<file path="src/rtl/dmem_access_arbiter.sv">
// Round-robin arbiter sharing a byte-wide data memory between a processor (A) and a debug
// loader (B); word requests are split into four big-endian byte beats.
module dmem_access_arbiter #(
  parameter int unsigned ADDR_W = 12
) (
  input  logic              CLK,
  input  logic              RST_N,
  input  logic              a_req,
  input  logic              a_we,
  input  logic              a_word,
  input  logic [ADDR_W-1:0] a_addr,
  input  logic [31:0]       a_wdata,
  output logic              a_ack,
  output logic [31:0]       a_rdata,
  input  logic              b_req,
  input  logic              b_we,
  input  logic              b_word,
  input  logic [ADDR_W-1:0] b_addr,
  input  logic [31:0]       b_wdata,
  output logic              b_ack,
  output logic [31:0]       b_rdata,
  output logic              busy,
  output logic              mem_we,
  output logic [ADDR_W-1:0] mem_addr,
  output logic [7:0]        mem_wdata,
  input  logic [7:0]        mem_rdata
);

  typedef enum logic [1:0] {StIdle, StAccess, StDone} state_e;

  state_e              state_q, state_d;
  logic [1:0]          beat_q, beat_d;
  logic                last_b_q, last_b_d;
  logic                port_b_q, port_b_d;
  logic                we_q, we_d;
  logic                word_q, word_d;
  logic [ADDR_W-1:0]   addr_q, addr_d;
  logic [31:0]         wdata_q, wdata_d;
  logic [2:0][7:0]     sh_q, sh_d;
  logic                a_ack_q, a_ack_d;
  logic                b_ack_q, b_ack_d;
  logic [31:0]         a_rdata_q, a_rdata_d;
  logic [31:0]         b_rdata_q, b_rdata_d;
  logic                mem_we_q, mem_we_d;
  logic [ADDR_W-1:0]   mem_addr_q, mem_addr_d;
  logic [7:0]          mem_wdata_q, mem_wdata_d;

  // Grant selection: B wins when alone, or when both request and A had the last grant.
  logic                grant_b;
  logic                sel_we;
  logic                sel_word;
  logic [ADDR_W-1:0]   sel_addr;
  logic [31:0]         sel_wdata;
  logic                last_beat;
  logic [1:0]          beat_nxt;
  logic [31:0]         load_val;

  always_comb begin
    grant_b   = b_req & (~a_req | ~last_b_q);
    sel_we    = grant_b ? b_we    : a_we;
    sel_word  = grant_b ? b_word  : a_word;
    sel_addr  = grant_b ? b_addr  : a_addr;
    sel_wdata = grant_b ? b_wdata : a_wdata;
    last_beat = word_q ? (beat_q == 2'd3) : 1'b1;
    beat_nxt  = beat_q + 2'd1;
    // Final byte comes straight from memory so rdata is valid in the DONE cycle.
    load_val  = word_q ? {sh_q[0], sh_q[1], sh_q[2], mem_rdata}
                       : {{24{mem_rdata[7]}}, mem_rdata};
  end

  always_comb begin
    state_d     = state_q;
    beat_d      = beat_q;
    last_b_d    = last_b_q;
    port_b_d    = port_b_q;
    we_d        = we_q;
    word_d      = word_q;
    addr_d      = addr_q;
    wdata_d     = wdata_q;
    sh_d        = sh_q;
    a_ack_d     = 1'b0;
    b_ack_d     = 1'b0;
    a_rdata_d   = a_rdata_q;
    b_rdata_d   = b_rdata_q;
    mem_we_d    = 1'b0;
    mem_addr_d  = mem_addr_q;
    mem_wdata_d = mem_wdata_q;

    unique case (state_q)
      StIdle: begin
        if (a_req || b_req) begin
          port_b_d    = grant_b;
          last_b_d    = grant_b;
          we_d        = sel_we;
          word_d      = sel_word;
          addr_d      = sel_addr;
          wdata_d     = sel_wdata;
          beat_d      = 2'd0;
          state_d     = StAccess;
          mem_we_d    = sel_we;
          mem_addr_d  = sel_addr;
          mem_wdata_d = sel_word ? sel_wdata[31:24] : sel_wdata[7:0];
        end
      end

      StAccess: begin
        if (!we_q) begin
          unique case (beat_q)
            2'd0:    sh_d[0] = mem_rdata;
            2'd1:    sh_d[1] = mem_rdata;
            2'd2:    sh_d[2] = mem_rdata;
            default: ;
          endcase
        end
        if (last_beat) begin
          state_d = StDone;
          if (port_b_q) begin
            b_ack_d = 1'b1;
            if (!we_q) b_rdata_d = load_val;
          end else begin
            a_ack_d = 1'b1;
            if (!we_q) a_rdata_d = load_val;
          end
        end else begin
          beat_d     = beat_nxt;
          mem_we_d   = we_q;
          mem_addr_d = addr_q + ADDR_W'(beat_nxt);
          unique case (beat_nxt)
            2'd1:    mem_wdata_d = wdata_q[23:16];
            2'd2:    mem_wdata_d = wdata_q[15:8];
            2'd3:    mem_wdata_d = wdata_q[7:0];
            default: mem_wdata_d = wdata_q[31:24];
          endcase
        end
      end

      StDone: begin
        state_d = StIdle;
      end

      default: begin
        state_d = StIdle;
      end
    endcase
  end

  always_ff @(posedge CLK) begin
    if (!RST_N) begin
      state_q     <= StIdle;
      beat_q      <= 2'd0;
      last_b_q    <= 1'b1;
      port_b_q    <= 1'b0;
      we_q        <= 1'b0;
      word_q      <= 1'b0;
      addr_q      <= '0;
      wdata_q     <= '0;
      sh_q        <= '0;
      a_ack_q     <= 1'b0;
      b_ack_q     <= 1'b0;
      a_rdata_q   <= '0;
      b_rdata_q   <= '0;
      mem_we_q    <= 1'b0;
      mem_addr_q  <= '0;
      mem_wdata_q <= '0;
    end else begin
      state_q     <= state_d;
      beat_q      <= beat_d;
      last_b_q    <= last_b_d;
      port_b_q    <= port_b_d;
      we_q        <= we_d;
      word_q      <= word_d;
      addr_q      <= addr_d;
      wdata_q     <= wdata_d;
      sh_q        <= sh_d;
      a_ack_q     <= a_ack_d;
      b_ack_q     <= b_ack_d;
      a_rdata_q   <= a_rdata_d;
      b_rdata_q   <= b_rdata_d;
      mem_we_q    <= mem_we_d;
      mem_addr_q  <= mem_addr_d;
      mem_wdata_q <= mem_wdata_d;
    end
  end

  assign busy      = (state_q != StIdle);
  assign a_ack     = a_ack_q;
  assign b_ack     = b_ack_q;
  assign a_rdata   = a_rdata_q;
  assign b_rdata   = b_rdata_q;
  assign mem_we    = mem_we_q;
  assign mem_addr  = mem_addr_q;
  assign mem_wdata = mem_wdata_q;

endmodule

</file>
<file path="config.mk">
export PLATFORM = sky130hd
export DESIGN_NAME = dmem_access_arbiter
export DESIGN_NICKNAME = d
export VERILOG_FILES = /design/src/rtl/dmem_access_arbiter.sv
export SDC_FILE = /design/constraint.sdc
export NUM_CORES = 1
export LEC_CHECK = 0
export CAP_MARGIN = 30
export CORE_ASPECT_RATIO = 0.9
export CORE_UTILIZATION = 31
export DETAILED_ROUTE_END_ITERATION = 8
export DONT_BUFFER_PORTS = 1
export PLACE_DENSITY = 0.55
export SETUP_SLACK_MARGIN = 0.5
export SYNTH_ARGS = -nofsm -noshare
export SYNTH_HDL_FRONTEND = slang
export SYNTH_SLANG_ARGS = --single-unit
</file>
<file path="constraint.sdc">
create_clock -name CLK -period 2.05 [get_ports CLK]
set_input_delay 0.3075 -clock CLK [delete_from_list [all_inputs] [get_ports CLK]]
set_output_delay 0.3075 -clock CLK [all_outputs]
set_load 0.005 [all_outputs]
</file>
==> results of run 1 <==
power breakdown:
group	switching [mW]	internal [mW]	total (mW)	leakage [nW]
Clock	1.54	1.75	3.30	0.294
Combinational	1.18	1.10	2.28	2.36
Sequential	0.280	3.45	3.73	1.34
flip-flops by register name (all words and copies together), names as in the netlist:
register / cells
mem_we: 1
addr_q: 12
a_rdata: 32
b_ack: 1
wdata_q: 32
mem_wdata: 8
we_q: 1
beat_q: 2
port_b_q: 1
word_q: 1
mem_addr: 12
a_ack: 1
sh_q: 24
b_rdata: 32
last_b_q: 1
state_q: 2
cells in the final DEF (no fill, tap or decap), drive strengths merged, types with 10 or more instances in the layout:
| cell type | count |
|---|---|
| nand2 | 130 |
| mux2i | 53 |
| buf | 104 |
| nor3 | 61 |
| dfxtp | 163 |
| o21ai | 21 |
| inv | 18 |
| clkbuf | 20 |
| dlygate4sd3 | 10 |
| a211oi | 51 |
| a21oi | 50 |
| nor2 | 154 |
path summary, 6_finish.rpt:
path             start          end  cells after the start
max          beat_q[1]  mem_addr[7]                      9
min              RST_N     last_b_q                      1
max reg2reg  beat_q[1]  mem_addr[7]                      9
min reg2reg   sh_q[14]     sh_q[14]                      2
cell type report:
| type | instances | area [um2] | share of cell area, % |
|---|---|---|---|
| multi-input combinational | 613 | 5010 | 46.0 |
| sequential | 163 | 3270 | 30.0 |
| timing repair buffer | 117 | 1600 | 14.7 |
| clock buffer | 17 | 425 | 3.90 |
| tap | 291 | 364 | 3.34 |
| clock inverter | 15 | 181 | 1.66 |
| inverter | 9 | 38.8 | 0.356 |
metal layers:
layer / part of all wire [%] / track usage [%] / up-vias
met5: 0 / 0 / -
met4: 1.4 / 6.21 / 0
met3: 7.5 / 5.16 / 29
met2: 47 / 29.6 / 214
met1: 44 / 26.1 / 3139
li1: - / - / 3112
what timing repair did:
action,CTS,global route
setup buffers,36,17
cloned,17,5
hold buffers,9,1
setup endpoints to repair,149,155
gates resized for setup,161,277
pin swaps,45,71
hold endpoints to repair,29,4
worst register-to-register path, cell delays in order (launching register included):
cell and delay, ns:
dfxtp_2 0.34, inv_2 0.05, ha_4 0.24, ha_4 0.27, a21oi_4 0.05, buf_4 0.13
buf_6 0.11, nand2b_4 0.13, or4_4 0.40, a31oi_1 0.18
cells by family (layout without fill, tap and decap cells):
| family | Yosys count | in the layout | synth area share, % |
|---|---|---|---|
| fa+ha+maj | 7 | 7 | 1.35 |
| flops | 163 | 163 | 46.4 |
| simple gates | 380 | 380 | 23.2 |
| xor+xnor | 3 | 3 | 0.374 |
| compound gates | 160 | 161 | 15.2 |
| buf+inv | 75 | 158 | 4.47 |
| mux | 62 | 62 | 8.99 |
==> flow_summary.json, run 1 <==
{
  "final_area_um2": 10900,
  "fmax_mhz": 502,
  "ys_ff_latch": 163,
  "leakage_nw": 3.99,
  "cpLargestDelayFamily": "simple AND/OR/NAND/NOR gates",
  "cp_max_fo": 2,
  "skew_ns": 0.0136,
  "ir_worst_vdd_mv": 0.410,
  "ios": 192,
  "cp-start-kind": "flip-flop",
  "post-dp-hpwl_mm": 13.9,
  "arrival_ns": 2.35,
  "yosysMostFrequentCell": "dfxtp_1",
  "slowest_delay_ns": 0.40,
  "cts_sinks": 163,
  "area_growth_pct": 55.0,
  "hold_ws_ns": -0.0535,
  "gp_congestion": 0.820,
  "synth_top_area_cell": "dfxtp_1",
  "crit_path_end_kind": "flip-flop",
  "final_cells": 1225,
  "grt_use_total_pct": 19.2,
  "diodes": 0,
  "core_um2": 22000,
  "dp_cells": 1108,
  "route.detailed.drc": 0,
  "critPathKind": "reg2reg",
  "numCtsBuffers": 17,
  "synth_cells": 850,
  "clk_latency_ns": 0.44,
  "routed_wirelength_mm": 23.7,
  "cp_slowest_cell": "or4_4",
  "viasPerCell": 5.30,
  "cts-root-buf": "clkbuf_16",
  "drt_iter0_drc": 512,
  "fillers": 1944,
  "grt_overflow_total": 0,
  "placed_area_um2": 7520,
  "synth_top_cells_by_count": "dfxtp_1, nor2_1, nand2_1",
  "finalSetupViolCount": 0,
  "min_period_over_period_pct": 97.1,
  "fp.dieW_um": 161,
  "num_rows": 51,
  "violations": "hold timing",
  "firstDrtPassIters": 7,
  "wire_per_inst_um": 19.4,
  "die_area_um2": 23300,
  "syn-num-nets": 961,
  "maxSlewViolCount": 0,
  "place_ws_ns": 0.00438,
  "worst_pin_slew_ns": 0.646,
  "maxCapViolations": 0,
  "p_total_mw": 9.31,
  "grt_pass1_wl_mm": 34.3,
  "h-tree-depth": 4,
  "async_flop_share_pct": 0,
  "final_critical_path_setup_slack_ns": 0.0598,
  "first_global_vias": 5849,
  "start_util_pct": 32.0,
  "p_per_area_nw_per_um2": 854,
  "portBuffers": 0,
  "cts_tree": "done",
  "netlist_area_um2": 7030,
  "vias": 6494,
  "tns_ns": 0,
  "layout.nets": 1032,
  "ant_nets": 0,
  "cp_common_cell": "ha_4",
  "clock_path_buffers": 2,
  "rsz0062_at_grt": "yes",
  "synth.area.top_cells": "dfxtp_1, nor2_1, mux2i_1, nand2_1, a211oi_1",
  "min_path_type": "in2reg",
  "hold_violations": 1,
  "yosysWarningCount": 0,
  "synth-edff-count": 0,
  "path_buf_inv": 3,
  "outcome": "finished, violations left",
  "clk_pin_slew_worst_paths_ns": 0.07,
  "seq_area_frac_synth_pct": 46.4,
  "antenna_found_initial": 0,
  "yosysUniqueCellTypes": 51,
  "grt_max_degree": 49,
  "relSlewSlack_pct": 56.8,
  "drive_gt1_share_pct": 44.2,
  "synth_top_area_share_pct": 46.4,
  "synth_ff_type": "dfxtp_1",
  "crit_required_ns": 2.41,
  "layout_min_cycle_time_ns": 1.99,
  "cp_cell_sequence": "inv_2 -> ha_4 -> ha_4 -> a21oi_4 -> buf_4 -> buf_6 -> nand2b_4 -> or4_4 -> a31oi_1",
  "avgSynthCellArea_um2": 8.27,
  "fp.dieH_um": 145,
  "r2r_slack_ns": 0.06,
  "postLayoutCoreUtil_pct": 49.6
}
Note: power is estimated with default switching activity, not from simulation.
==> run 2, diff against run 1 <==
CORE_UTILIZATION = 50   (was 31)
CTS_CLUSTER_DIAMETER = 30   (was unset)
PLACE_DENSITY = 0.8   (was 0.55)
==> flow_summary.json, run 2 (synthesized netlist as in run 1, its figures left out) <==
{
  "place_ws_ns": 0.0257,
  "layout_min_cycle_time_ns": 2.01,
  "post-dp-hpwl_mm": 12.0,
  "layout.nets": 984,
  "h-tree-depth": 4,
  "firstDrtPassIters": 7,
  "arrival_ns": 2.37,
  "vias": 6415,
  "outcome": "complete, no violations",
  "skew_ns": 0.00712,
  "maxCapViolations": 0,
  "grt_max_degree": 46,
  "clk_latency_ns": 0.43,
  "num_rows": 40,
  "gp_congestion": 0.836,
  "grt_pass1_wl_mm": 30.2,
  "min-delay-start": "mem_rdata[1]",
  "r2r_slack_ns": 0.04,
  "cts-root-buf": "clkbuf_16",
  "area_growth_pct": 27.5,
  "diodes": 0,
  "cp-start-kind": "flip-flop",
  "portBuffers": 0,
  "grt_overflow_total": 0,
  "numCtsBuffers": 17,
  "final_critical_path_setup_slack_ns": 0.0383,
  "clk_pin_slew_worst_paths_ns": 0.07,
  "p_total_mw": 8.75,
  "worst_pin_slew_ns": 0.628,
  "crit_required_ns": 2.41,
  "multiInputGateArea_um2": 3950,
  "leakage_nw": 3.33,
  "cp_max_fo": 3,
  "dp_cells": 977,
  "wire_per_inst_um": 20.0,
  "start_util_pct": 52.0,
  "p_per_area_nw_per_um2": 977,
  "crit_path_end_kind": "flip-flop",
  "min_to": "a_rdata[1]",
  "first_global_vias": 5706,
  "hold_violations": 0,
  "min_period_over_period_pct": 98.1,
  "drt_iter0_drc": 566,
  "ant_nets": 0,
  "critPathKind": "reg2reg",
  "fmax_mhz": 497,
  "whs_path_depth": 2,
  "finalSetupViolCount": 0,
  "final_common_cell": "dfxtp_1",
  "viasPerCell": 6.09,
  "rsz0062_at_grt": "yes",
  "regArea_um2": 3280,
  "fp.dieH_um": 114,
  "r2r_cells": 7,
  "fp.dieW_um": 127,
  "clock_path_buffers": 2,
  "maxSlewViolCount": 0,
  "core_um2": 13500,
  "final_cell_mix": "dfxtp_1, nor2_1, nand2_1",
  "postLayoutCoreUtil_pct": 66.3,
  "routed_wirelength_mm": 21.1,
  "drive_gt1_share_pct": 21.3,
  "relSlewSlack_pct": 58.0,
  "ir_worst_vdd_mv": 0.692,
  "cts_sinks": 163,
  "die_area_um2": 14500,
  "cts_tree": "done",
  "r2r_start": "beat_q[0]",
  "antenna_found_initial": 0,
  "grt_use_total_pct": 27.0,
  "fillers": 1029,
  "final_cells": 1054,
  "rr_endpoint": "mem_addr[11]",
  "route.detailed.drc": 0,
  "ios": 192,
  "min_path_type": "in2reg"
}
run 2: per-layer routing:
| layer | global-route usage, % | up-vias | part of all wire, % |
|---|---|---|---|
| met1 | 34.4 | 2996 | 40 |
| met2 | 42.2 | 361 | 47 |
| met5 | 0 | - | 0 |
| met4 | 10.0 | 0 | 2.9 |
| met3 | 9.21 | 54 | 11 |
| li1 | - | 3004 | - |
run 2: cell type report:
cell class / instances / share of cell area (%)
Inverter: 9 / 0.461
Multi-Input combinational cell: 614 / 44.1
Timing Repair Buffer: 68 / 9.52
Tap cell: 168 / 2.35
Sequential cell: 163 / 36.6
Clock inverter: 14 / 2.09
Clock buffer: 18 / 4.90
run 2: timing repair:
action,CTS,global route
pin swaps,19,19
buffers inserted,18,7
setup endpoints to repair,130,123
endpoints found under the hold margin,25,3
hold buffers,9,1
gates cloned,5,5
gates resized for setup,43,67
run 2: worst max path at each step:
stage                     depth (start not counted)            to      start
after floorplan                                   7  mem_addr[11]  beat_q[1]
after global placement                            7  mem_addr[11]  beat_q[1]
after detailed placement                          7  mem_addr[11]  beat_q[0]
after CTS                                         7  mem_addr[11]  beat_q[1]
after global routing                              7  mem_addr[11]  beat_q[1]
final                                             7  mem_addr[11]  beat_q[0]
run 2: critical path: stages, from the launching register on:
cell	delay, ns
dfxtp_4	0.37
inv_4	0.04
ha_4	0.22
ha_4	0.27
a21oi_4	0.05
or4_4	0.45
or4_4	0.42
a31oi_1	0.13
run 2: power breakdown:
group | switching, mW | total (mW) | internal [mW]
logic | 0.902 | 1.63 | 0.725
registers | 0.261 | 3.72 | 3.45
clock network | 1.42 | 3.41 | 1.99
run 2: stage by stage:
step / setup TNS [ns] / instance area [um2] / hold WS [ns]
after global routing: -0.0514 / 8960 / 0.00853
final: 0 / 8960 / 0.0125
after floorplan: 0 / 7160 / 0.437
after global placement: 0 / 7340 / 0.375
after detailed placement: 0 / 7340 / 0.379
after CTS: 0 / 8500 / -0.0706
